`src/rtl/sr_pkg.sv`:
```
// Constants and types shared by the super-resolution output path:
// RGB888 field positions, frame geometry and the burst writer states.
package sr_pkg;

  localparam int unsigned FRAME_W = 640;
  localparam int unsigned FRAME_H = 480;

  // MSB of each 8-bit channel inside a {R,G,B} RGB888 word
  localparam int unsigned R_MSB = 23;
  localparam int unsigned G_MSB = 15;
  localparam int unsigned B_MSB = 7;

  localparam int unsigned RGB888_W = 24;
  localparam int unsigned RGB565_W = 16;

  typedef enum logic [1:0] {
    IDLE  = 2'd0,
    REQ   = 2'd1,
    BURST = 2'd2,
    DRAIN = 2'd3
  } wr_state_e;

endpackage

```
`src/rtl/rgb888_to_565.sv`:
```
// Registered RGB888 -> RGB565 pack stage; keeps the top R5/G6/B5 bits of each
// channel (plain truncation) and delays the valid flag to match.
module rgb888_to_565
  import sr_pkg::*;
(
  input  logic                clk,
  input  logic                rst_n,
  input  logic [RGB888_W-1:0] din,
  input  logic                din_valid,
  output logic [RGB565_W-1:0] dout,
  output logic                dout_valid
);

  // Low channel bits are dropped by design.
  logic unused_lsbs;
  assign unused_lsbs = ^{din[R_MSB-5:G_MSB+1], din[G_MSB-6:B_MSB+1], din[B_MSB-5:0]};

  always_ff @(posedge clk or negedge rst_n) begin
    if (!rst_n) begin
      dout       <= '0;
      dout_valid <= 1'b0;
    end else begin
      dout_valid <= din_valid;
      if (din_valid) begin
        dout <= {din[R_MSB -: 5], din[G_MSB -: 6], din[B_MSB -: 5]};
      end
    end
  end

endmodule

```
`src/rtl/pixel_burst_writer.sv`:
```
// Drains the RGB888 output FIFO in fixed-length bursts and pushes RGB565
// pixels to the SDRAM frame-buffer write port with per-frame address wrap.
module pixel_burst_writer
  import sr_pkg::*;
#(
  parameter int unsigned BURST_LEN    = 8,
  parameter int unsigned FRAME_PIXELS = FRAME_W * FRAME_H,
  parameter int unsigned ADDR_WIDTH   = 19,
  parameter int unsigned CNT_WIDTH    = 10
) (
  input  logic                  clk,
  input  logic                  rst_n,
  input  logic [CNT_WIDTH-1:0]  data_count_r,
  input  logic [23:0]           din,
  output logic                  rd_fifo,
  input  logic                  frame_start,
  output logic                  wr_req,
  input  logic                  wr_ack,
  output logic [ADDR_WIDTH-1:0] wr_addr,
  output logic                  wr_valid,
  output logic [15:0]           wr_data,
  output logic                  burst_done,
  output logic                  frame_done
);

  localparam int unsigned BEAT_W = (BURST_LEN > 1) ? $clog2(BURST_LEN) : 1;
  localparam int unsigned SUM_W  = ADDR_WIDTH + 1;
  localparam logic [BEAT_W-1:0] LAST_BEAT  = BEAT_W'(BURST_LEN - 1);
  // DRAIN lasts two cycles: FIFO read latency plus the pack register
  localparam logic [BEAT_W-1:0] DRAIN_LAST = BEAT_W'(1);

  wr_state_e             state;
  logic [ADDR_WIDTH-1:0] addr;
  logic [BEAT_W-1:0]     beat;
  logic                  restart_pend;
  logic                  din_valid;
  logic [SUM_W-1:0]      addr_sum;
  logic                  frame_wrap;
  logic                  burst_ready;

  assign addr_sum    = SUM_W'(addr) + SUM_W'(BURST_LEN);
  assign frame_wrap  = (addr_sum == SUM_W'(FRAME_PIXELS));
  assign burst_ready = (data_count_r >= CNT_WIDTH'(BURST_LEN));

  // FIFO read data is valid one cycle after the pop strobe.
  always_ff @(posedge clk or negedge rst_n) begin
    if (!rst_n) begin
      din_valid <= 1'b0;
    end else begin
      din_valid <= rd_fifo;
    end
  end

  rgb888_to_565 u_pack (
    .clk        (clk),
    .rst_n      (rst_n),
    .din        (din),
    .din_valid  (din_valid),
    .dout       (wr_data),
    .dout_valid (wr_valid)
  );

  // Burst sequencer: request, pop BURST_LEN pixels, drain the pipeline, advance.
  always_ff @(posedge clk or negedge rst_n) begin
    if (!rst_n) begin
      state        <= IDLE;
      addr         <= '0;
      beat         <= '0;
      restart_pend <= 1'b0;
      wr_req       <= 1'b0;
      wr_addr      <= '0;
      rd_fifo      <= 1'b0;
      burst_done   <= 1'b0;
      frame_done   <= 1'b0;
    end else begin
      burst_done <= 1'b0;
      frame_done <= 1'b0;
      case (state)
        IDLE: begin
          if (frame_start) begin
            addr <= '0;
          end
          if (burst_ready) begin
            wr_req  <= 1'b1;
            wr_addr <= frame_start ? '0 : addr;
            state   <= REQ;
          end
        end
        REQ: begin
          if (frame_start) begin
            restart_pend <= 1'b1;
          end
          if (wr_ack) begin
            wr_req  <= 1'b0;
            rd_fifo <= 1'b1;
            beat    <= '0;
            state   <= BURST;
          end
        end
        BURST: begin
          if (frame_start) begin
            restart_pend <= 1'b1;
          end
          if (beat == LAST_BEAT) begin
            rd_fifo <= 1'b0;
            beat    <= '0;
            state   <= DRAIN;
          end else begin
            beat <= beat + BEAT_W'(1);
          end
        end
        DRAIN: begin
          if (frame_start) begin
            restart_pend <= 1'b1;
          end
          if (beat == DRAIN_LAST) begin
            burst_done   <= 1'b1;
            frame_done   <= frame_wrap;
            addr         <= (frame_wrap || restart_pend || frame_start)
                            ? '0 : addr_sum[ADDR_WIDTH-1:0];
            restart_pend <= 1'b0;
            beat         <= '0;
            state        <= IDLE;
          end else begin
            beat <= beat + BEAT_W'(1);
          end
        end
        default: state <= IDLE;
      endcase
    end
  end

endmodule
```
`config.mk`:
```
export PLATFORM = sky130hd
export DESIGN_NAME = pixel_burst_writer
export DESIGN_NICKNAME = d
export VERILOG_FILES = /design/src/rtl/sr_pkg.sv /design/src/rtl/rgb888_to_565.sv /design/src/rtl/pixel_burst_writer.sv
export SDC_FILE = /design/constraint.sdc
export NUM_CORES = 1
export LEC_CHECK = 0
export ABC_AREA = 1
export BUFFER_PORTS_ARGS = -buffer_cell sky130_fd_sc_hd__buf_2
export CAP_MARGIN = 20
export CORE_AREA = 2 2 89 83
export CTS_CLUSTER_SIZE = 12
export DETAILED_ROUTE_END_ITERATION = 8
export DIE_AREA = 0 0 91 85
export PLACE_DENSITY = 0.74
export SYNTH_ARGS = -nofsm -noshare
export SYNTH_HDL_FRONTEND = slang
export SYNTH_SLANG_ARGS = --single-unit
export TNS_END_PERCENT = 20
```
`constraint.sdc`:
```
create_clock -name clk -period 2.63 [get_ports clk]
set_clock_uncertainty 0.2 [all_clocks]
set_input_delay 0.1315 -clock clk [delete_from_list [all_inputs] [get_ports clk]]
set_output_delay 0.1315 -clock clk [all_outputs]
set_load 0.02 [all_outputs]
```
### Yosys cells after proc, flatten, opt, wreduce, memory -nomap -nowiden

Cells that the tools add are included.

| operators by class | value |
|---|---|
| add/sub/neg operators | 2 |
| reduce and logical (&&, ||, !) cells | 15 |
| equality and inequality tests | 10 |
| $lt $le $gt $ge | 1 |
| shifts and indexed selects | 0 |
| multiply operators | 0 |
| mux-type cells | 26 |
| bitwise operators | 0 |
| divide/modulo/power cells | 0 |

Operator list:

| kind | count |
|---|---|
| 2-to-1 mux 19 bit | 3 |
| one-hot mux 19 bit (2 select lines) | 1 |
| adder 19 x 4 -> 20 bit, second input constant | 1 |
| equality test 20 x 19 -> 1 bit, second input constant | 1 |
| >= comparator 10 x 4 -> 1 bit, second input constant | 1 |
| 2-to-1 mux 1 bit | 10 |
| 2-to-1 mux 3 bit | 3 |
| one-hot mux 3 bit (3 select lines) | 1 |
| 2-to-1 mux 2 bit | 4 |
| inequality test 2 bit, second input constant | 4 |
| one-hot mux 2 bit (4 select lines) | 1 |
| nonzero test 2 bit | 4 |
| one-hot mux 1 bit (2 select lines) | 3 |
| AND reduction 2 bit | 3 |
| AND reduction 3 bit | 2 |
| equality test 2 bit, second input constant | 2 |
| AND reduction 4 bit | 1 |
| adder 3 x 1 -> 3 bit, second input constant | 1 |
| equality test 3 x 1 -> 1 bit, second input constant | 1 |
| equality test 3 bit, second input constant | 1 |
| nonzero test 3 bit | 1 |
| equality test 2 x 1 -> 1 bit, second input constant | 1 |
| logical NOT 2 bit | 1 |
| logical OR 1 bit | 2 |
| OR reduction 2 bit | 1 |

| word-level totals | value |
|---|---|
| memories kept | 0 |
| word-level logic and storage cells | 66 |
| memory bits (writable) | 0 |
| bits in latches | 0 |
| output and inout bits | 40 |
| register bits | 66 |
| memory bits (read-only) | 0 |

### Longest topological paths before layout

Gate-level depths: netlist of run 1.

| depth | value |
|---|---|
| word-level depth | 7 |
| mapped depth | 14 |

### Cells and area by module

Synthesis of run 1 repeated with hierarchy kept, for this count alone.

| second synthesis, totals | value |
|---|---|
| cells, all modules | 466 |
| area, all modules | 3654.8 µm² |

Modules (own cells, without submodules):

| module | sequential area each (µm²) | instances | area an instance (µm²) | cells each |
|---|---|---|---|---|
| pixel_burst_writer | 1226.2 | 1 | 2985.4 | 397 |
| rgb888_to_565 | 425.4 | 1 | 669.4 | 69 |

### Worst setup path before layout of run 1

No wires, ideal clock.

| timing | value |
|---|---|
| kind | register to register |
| from | register addr[3] |
| to | register addr[14] |
| setup slack | 0.551 ns |
| data required time | 2.357 ns |
| cell stages (with the launch flop) | 13 |
| setup time | 0.073 ns |
| arrival time | 1.806 ns |
| buffers on the path | 1 |
| cells stage by stage | dfrtp_1 ha_1 nand2_1 nor2_4 nand3_1 inv_1 nand2_1 xor2_1 nor2_4 nand2_4 buf_12 nand3_2 a21oi_2 |

| on the way | value |
|---|---|
| word-level cells in the longest chain between the ends | 7 |

Ends and longest elaborated chain:

| element | RTL line | text |
|---|---|---|
| from (decl) | pixel_burst_writer.sv:33 | `logic [ADDR_WIDTH-1:0] addr;` |
| from (signal assigned) | pixel_burst_writer.sv:119 | `addr <= (frame_wrap \|\| restart_pend \|\| frame_start)` |
| adder 19 x 4 -> 20 bit (*) | pixel_burst_writer.sv:41 | `assign addr_sum = SUM_W'(addr) + SUM_W'(BURST_LEN);` |
| equality test 20 x 19 -> 1 bit | pixel_burst_writer.sv:42 | `assign frame_wrap = (addr_sum == SUM_W'(FRAME_PIXELS));` |
| logical OR 1 bit (2 in a row) | pixel_burst_writer.sv:119 |  |
| 2-to-1 mux 19 bit (*) | pixel_burst_writer.sv:120 | `? '0 : addr_sum[ADDR_WIDTH-1:0];` |
| 2-to-1 mux 19 bit (*) | pixel_burst_writer.sv:116 | `if (beat == DRAIN_LAST) begin` |
| one-hot mux 19 bit (2 select lines) (*) | pixel_burst_writer.sv:78 | `case (state)` |

Every way passes the cells marked *; elsewhere a longest branch is shown, timed or not. The select of a mux whose other input is x is not followed.
A chain may end at the register's enable or synchronous reset.

### Final worst setup path of run 1

| timing | value |
|---|---|
| from | register addr[4] |
| to | register addr[2] |

| on the way | value |
|---|---|
| word-level cells in the longest chain between the ends | 7 |

Ends and longest elaborated chain:

| element | RTL line |
|---|---|
| adder 19 x 4 -> 20 bit | pixel_burst_writer.sv:41 |
| equality test 20 x 19 -> 1 bit | pixel_burst_writer.sv:42 |
| logical OR 1 bit (2 in a row) | pixel_burst_writer.sv:119 |
| 2-to-1 mux 19 bit | pixel_burst_writer.sv:120 |
| 2-to-1 mux 19 bit | pixel_burst_writer.sv:116 |
| one-hot mux 19 bit (2 select lines) | pixel_burst_writer.sv:78 |

Every way passes these cells. The select of a mux whose other input is x is not followed.

==> run summary, run 1 <==
CTS
------------------------------------------------------------------------------------------------------
Insertion delay to the later sink of the worst-skew pair ................................      0.34 ns
Resized Gates After CTS .................................................................            0
TritonCTS clock tree ....................................................................         done
Clock sink count ........................................................................           66
Root buffer cell ........................................................................     clkbuf_8
Number of CTS-inserted buffers ..........................................................            9
Buffer levels on the longest clock path .................................................            2
Number of levels the H-tree was split into ..............................................            3
Setup bufs post-CTS .....................................................................            0
Clock transition at the register clock pins on the worst setup and hold paths after CTS .      0.07 ns

STA
------------------------------------------------------------------------------------------------------
Worst Tran Pin Value ....................................................................    0.7341 ns
Highest attainable clock frequency ......................................................    417.8 MHz
Post-route setup TNS ....................................................................         0 ns
Part of the cycle the worst path needs ..................................................       91.02%
Final setup vio count ...................................................................            0
Final Max Tran Viols ....................................................................            0
Number of hold violations in the final report ...........................................            0
Final critical path time including I/O delays and setup .................................     2.394 ns
Remaining max-slew budget at the tightest pin ...........................................       51.06%
Setup repair after global routing missed its margin .....................................        false

GLOBAL ROUTE
------------------------------------------------------------------------------------------------------
Wire length of the first global-routing pass ............................................     13830 um
Vias in the first global route ..........................................................         3005
Most Used Layer, Global Route ...........................................................         met2
Met1 global-route usage .................................................................       28.64%
Fraction of met2 tracks used by global routing ..........................................       38.11%
Largest net degree at the start of global routing .......................................           40
Overflow left after global routing ......................................................            0
GRT Util Overall ........................................................................       22.16%
Initial antenna violation count .........................................................            0
Met3 usage in global routing ............................................................       3.819%

POWER
------------------------------------------------------------------------------------------------------
Maximum VDD drop ........................................................................    0.5939 mV
Power Dens Cells ........................................................................ 1266 nW/um^2
P_leak ..................................................................................     2.183 nW

FLOORPLAN
------------------------------------------------------------------------------------------------------
Effective utilization at floorplan ......................................................       52.48%
# rows ..................................................................................           29
Ports placed on the boundary ............................................................           78
Area of the core ........................................................................    6822 um^2
Die X-Extent ............................................................................        91 um
Y dimension of the die ..................................................................        85 um
Die ar. .................................................................................    7735 um^2

LOGIC SYNTHESIS
------------------------------------------------------------------------------------------------------
Mux contribution to synthesized area ....................................................       5.033%
Share of Yosys cell area claimed by the top area cell type ..............................       46.14%
Synth area leader .......................................................................      dfrtp_1
Async S/R FF share, synth ...............................................................       100.0%
Post-synthesis net count ................................................................          477
Simple-gate share of the synthesized area ...............................................       25.06%
Register area share after synthesis .....................................................       46.14%
Count of unique library cells instantiated by Yosys .....................................           30
Post-synth top flop .....................................................................      dfrtp_1
Mean instance size in the synthesized netlist ...........................................   8.344 um^2
Top post-synthesis cells by count ....................................................... dfrtp_1 (66), nand2_1 (66), nor2_1 (65)
Cell count after synthesis ..............................................................          429
Largest family of logic cells by synthesized area ....................................... simple AND/OR/NAND/NOR gates
Cells taking the most area after synthesis .............................................. dfrtp_1 (46%), nand2_1 (6.9%), nor2_1 (6.8%)
Number of synthesized flops with an enable pin ..........................................            0
Post-synthesis share of cell area spent on full adders, half adders and majority gates ..       3.495%
Ys Warns ................................................................................            0
Compound-cell area share of the yosys netlist ...........................................       11.74%
XOR/XNOR share of the synthesized area ..................................................      0.4893%
Area of the mapped netlist ..............................................................    3580 um^2
FF+latch count, synth ...................................................................           66

SETUP PATH
------------------------------------------------------------------------------------------------------
Biggest fanout along the worst timing path ..............................................           18
CP max stage delay ......................................................................      0.44 ns
Type of origin of the critical path .....................................................    flip-flop
Ordered cell list for the critical path ................................................. ha_1 -> nand2_1 -> nor2_4 -> nand3_1 -> inv_1 -> nand2_1 -> xor2_1 -> nor2_4 -> nand2_4 -> nand3_1 -> a21oi_1
Type of destination of the critical path ................................................    flip-flop
Kind of critical path ................................................................... flip-flop to flip-flop
Worst endpoint required time ............................................................      2.70 ns
Arrival time of the worst setup path ....................................................      2.46 ns
Library cell contributing the largest single delay on the critical path .................      dfrtp_1

DRT
------------------------------------------------------------------------------------------------------
Total DRC errors in the routed layout ...................................................            0
Drt via density .........................................................................        5.049
Remaining antenna violation count .......................................................            0
Number of vias in the routed layout .....................................................         3100
Iteration-0 DRC Markers .................................................................          119
Total length of routed wires ............................................................      8031 um
Average wire length per cell after detail routing .......................................     13.08 um
Number of iterations in the first detailed-routing pass .................................            5

WORST HOLD PATH
------------------------------------------------------------------------------------------------------
Hold Path Class ......................................................................... input port to flip-flop

CELLS AND AREA
------------------------------------------------------------------------------------------------------
Non-filler cells, final .................................................................          614
Total inserted antenna cells ............................................................            0
Number of nets in the layout ............................................................          564
Fraction of layout cells with a size suffix above 1 .....................................       26.68%
Area growth from synthesis to final layout ..............................................       23.17%

PLACE
------------------------------------------------------------------------------------------------------
Last weighted congestion value of the routability-driven placer .........................       0.9100
Detailed Place HPWL .....................................................................      5292 um
Placed cell count .......................................................................          579
I/O Buffers .............................................................................           66

RUN
------------------------------------------------------------------------------------------------------
Max_cap viols ...........................................................................            0

RUN STATUS
------------------------------------------------------------------------------------------------------
Status .................................................................................. complete, no violations

[cell type report]
cell class,instances,area [um^2]
fillers,582,2412
flip-flops and latches,66,1652
multi-input cells,293,1644
repair buffers,93,580.6
inverters,53,198.9
clock buffers,10,127.6
well taps,93,116.4
clock inverters,6,90.09
[cell families (layout without fill, tap and decap cells)]
group,Yosys count,count (layout)
adders and majority gates,10,10
xor gates and xnor gates,2,2
buffers and inverters,70,162
muxes,16,16
AOI/OAI and AO/OA,74,74
DFF,66,66
and+or+nand+nor,191,191
[where the power goes]
part / internal (mW) / switching, mW
clock network: 0.537 / 0.412
registers: 1.49 / 0.397
logic: 1.02 / 1.73
[cells in the final DEF, fill, tap and decap left out, types with 10 or more instances in the layout]
master         count
a21oi_1           31
buf_2             66
dfrtp_1           66
dlygate4sd3_1     19
ha_1              10
inv_1             52
mux2_2            16
nand2_1           66
nand3_1           27
nand3_2           10
nor2_1            65
o21ai_0           27
[flip-flops by register name, indices dropped and copies added, names as in the netlist]
signal and count:
frame_done 1, rd_fifo 1, addr 19, din_valid 1, wr_req 1, beat 3, burst_done 1, state 2
restart_pend 1, u_pack.dout 16, wr_addr 19, u_pack.dout_valid 1
[layer usage]
metal	wire [um]	share of wire, %
met2	4043	50
met5	0	0
met4	85	1.1
met3	344	4.3
met1	3559	44
[per-stage QoR]
step	hold WS (ns)	instance area, um^2	utilization (%)	power [mW]	setup WS [ns]
floorplan	-0.3641	3580	-	3.871	0.5508
global placement	0.02898	4001	58.66	4.505	0.3424
detailed placement	0.03523	4001	58.66	4.606	0.2721
CTS	0.1119	4409	64.64	5.597	0.2474
global route	0.1709	4409	64.64	6.071	0.05275
finish	0.1264	4409	64.64	5.580	0.2362
[worst paths after layout]
path / endpoint / slack, ns / start / cells after the start
min in group asynchronous: u_pack.dout_valid / 0.18 / rst_n / 2
worst min-delay path: wr_req / 0.13 / data_count_r[5] / 6
worst min register to register: din_valid / 0.20 / rd_fifo / 0
max in group asynchronous: addr[9] / 1.32 / rst_n / 3
worst max register to register: addr[2] / 0.24 / addr[4] / 11
worst max-delay path: addr[2] / 0.24 / addr[4] / 11
[what timing repair did]
item / in CTS / in global routing
endpoints found under the hold margin: 51 / 0
setup endpoints to repair: 0 / 0
hold buffers: 19 / 0
[worst max-delay path: cells and delay by family (launching register included)]
family	cells	cell delay, ns
and+or+nand+nor	7	0.91
DFF	1	0.44
xor gates and xnor gates	1	0.26
adders and majority gates	1	0.23
AOI/OAI and AO/OA	1	0.19
buffers and inverters	1	0.07
No activity file was read; power rests on OpenSTA's default activity.
==> inputs of run 2 (changes only) <==
--- a/config.mk
+++ b/config.mk
@@ -13,6 +13,7 @@
 export DETAILED_ROUTE_END_ITERATION = 8
 export DIE_AREA = 0 0 91 85
 export PLACE_DENSITY = 0.74
+export REMOVE_ABC_BUFFERS = 1
 export SYNTH_ARGS = -nofsm -noshare
 export SYNTH_HDL_FRONTEND = slang
 export SYNTH_SLANG_ARGS = --single-unit
==> run summary, run 2 (synthesis gave the netlist of run 1 again) <==
FLOORPLAN
------------------------------------------------------------------------------------------------------
Area of the core ........................................................................    6822 um^2
Y dimension of the die ..................................................................        85 um
# rows ..................................................................................           29
Die X-Extent ............................................................................        91 um
Effective utilization at floorplan ......................................................       52.48%
Die ar. .................................................................................    7735 um^2
Ports placed on the boundary ............................................................           78

DRT
------------------------------------------------------------------------------------------------------
Average wire length per cell after detail routing .......................................     12.84 um
Drt via density .........................................................................        4.971
Iteration-0 DRC Markers .................................................................          140
Number of iterations in the first detailed-routing pass .................................            4
Remaining antenna violation count .......................................................            0
Total DRC errors in the routed layout ...................................................            0
Number of vias in the routed layout .....................................................         3052
Total length of routed wires ............................................................      7884 um

WORST HOLD PATH
------------------------------------------------------------------------------------------------------
Hold Path Class ......................................................................... input port to flip-flop

SETUP PATH
------------------------------------------------------------------------------------------------------
Worst endpoint required time ............................................................      2.70 ns
Type of origin of the critical path .....................................................    flip-flop
Type of destination of the critical path ................................................    flip-flop
Arrival time of the worst setup path ....................................................      2.40 ns
Biggest fanout along the worst timing path ..............................................           18
Kind of critical path ................................................................... flip-flop to flip-flop

STA
------------------------------------------------------------------------------------------------------
Final setup vio count ...................................................................            0
Remaining max-slew budget at the tightest pin ...........................................       51.07%
Hold Slack ..............................................................................    0.1174 ns
Highest attainable clock frequency ......................................................    429.1 MHz
Final critical path time including I/O delays and setup .................................     2.331 ns
Worst Tran Pin Value ....................................................................    0.7340 ns
Number of hold violations in the final report ...........................................            0
Final Max Tran Viols ....................................................................            0
Setup repair after global routing missed its margin .....................................        false
Part of the cycle the worst path needs ..................................................       88.62%

GLOBAL ROUTE
------------------------------------------------------------------------------------------------------
GRT Util Overall ........................................................................       21.84%
Overflow left after global routing ......................................................            0
Wire length of the first global-routing pass ............................................     13650 um
Largest net degree at the start of global routing .......................................           40
Initial antenna violation count .........................................................            0
Vias in the first global route ..........................................................         3083

CTS
------------------------------------------------------------------------------------------------------
Clock transition at the register clock pins on the worst setup and hold paths after CTS .      0.08 ns
Number of CTS-inserted buffers ..........................................................            9
TritonCTS clock tree ....................................................................         done
Insertion delay to the later sink of the worst-skew pair ................................      0.34 ns
Root buffer cell ........................................................................     clkbuf_8
Clock sink count ........................................................................           66
Number of levels the H-tree was split into ..............................................            3
Buffer levels on the longest clock path .................................................            2

CELLS AND AREA
------------------------------------------------------------------------------------------------------
Area of the multi-input gates ...........................................................    1644 um^2
Highest-count cells in the layout ignoring fill and taps ................................ nand2_1 (66), dfrtp_1 (66), buf_2 (66), nor2_1 (65), inv_1 (52)
Area occupied by registers ..............................................................    1652 um^2
Filler cell count in the final layout ...................................................          613
Registers with the most flip-flops ...................................................... addr x19, wr_addr x19, u_pack.dout x16
Total inserted antenna cells ............................................................            0
Number of nets in the layout ............................................................          564
Fraction of layout cells with a size suffix above 1 .....................................       26.68%
Area growth from synthesis to final layout ..............................................       21.85%
Non-filler cells, final .................................................................          614

PLACE
------------------------------------------------------------------------------------------------------
Last weighted congestion value of the routability-driven placer .........................       0.9263
Detailed Place HPWL .....................................................................      5305 um
Placed cell count .......................................................................          579
I/O Buffers .............................................................................           66

RUN
------------------------------------------------------------------------------------------------------
Max_cap viols ...........................................................................            0

POWER
------------------------------------------------------------------------------------------------------
Power Dens Cells ........................................................................ 1232 nW/um^2
P_leak ..................................................................................     2.159 nW
Maximum VDD drop ........................................................................    0.5387 mV

RUN STATUS
------------------------------------------------------------------------------------------------------
Status .................................................................................. complete, no violations

==> run 2: cell types whose count changed in the layout (fill, tap and decap cells not counted) <==
cell / previous run / this run
clkinv_2: 1 / 2
clkinvlp_4: 1 / 2
bufinv_16: 2 / 0
==> run 2: final cells by class <==
type                       instances  share of cell area [%]
multi-input combinational        293                   37.69
inverter                          53                   4.561
tap                               93                   2.668
clock inverter                     6                  0.9753
sequential                        66                   37.87
timing repair buffer              93                   13.31
clock buffer                      10                   2.926
==> run 2: per-layer routing <==
layer  global-route usage [%]  vias to the layer above  routed length, um
li1                         -                     1567                  -
met4                    8.402                        0                111
met1                    26.87                     1413               3605
met5                        0                        -                  0
met2                    37.85                       60               3833
met3                    4.707                       12                334
==> run 2: critical path: stages, from the launching register on <==
cell and delay, ns:
dfrtp_1 0.43, ha_1 0.23, nand2_1 0.11, nor2_4 0.17, nand3_1 0.11, inv_1 0.06, nand2_1 0.05, xor2_1 0.26
nor2_4 0.08, nand2_4 0.22, nand3_1 0.17, a21oi_1 0.15
==> run 2: per-stage QoR <==
stage / util, % / total power [mW] / setup slack [ns] / area, um^2 / TNS (ns)
after global placement: 58.66 / 4.504 / 0.3854 / 4001 / 0
final: 63.94 / 5.375 / 0.2994 / 4362 / 0
after global routing: 63.94 / 5.873 / 0.07995 / 4362 / 0
after CTS: 63.94 / 5.398 / 0.2910 / 4362 / 0
after floorplan: - / 3.826 / -0.7588 / 3491 / -14.36
after detailed placement: 58.66 / 4.607 / 0.3031 / 4001 / 0
==> run 2: what timing repair did <==
| item | CTS | global route |
|---|---|---|
| hold buffers | 19 | 0 |
| endpoints found under the hold margin | 51 | 0 |
| buffers inserted | 0 | 0 |
| resized for setup | 0 | 0 |
==> run 2: worst paths after layout <==
check	from	to	slack, ns	cells after the start
worst max-delay path	addr[4]	addr[1]	0.30	11
worst min-delay path	data_count_r[5]	wr_req	0.12	6
worst max register to register	addr[4]	addr[1]	0.30	11
worst min register to register	rd_fifo	din_valid	0.20	0
max in group asynchronous	rst_n	wr_addr[12]	1.29	3
min in group asynchronous	rst_n	wr_req	0.18	2
==> run 2: report_power, final <==
part	total [mW]	switching (mW)	internal, mW
logic	2.74	1.72	1.02
registers	1.89	0.400	1.49
clock network	0.752	0.408	0.343
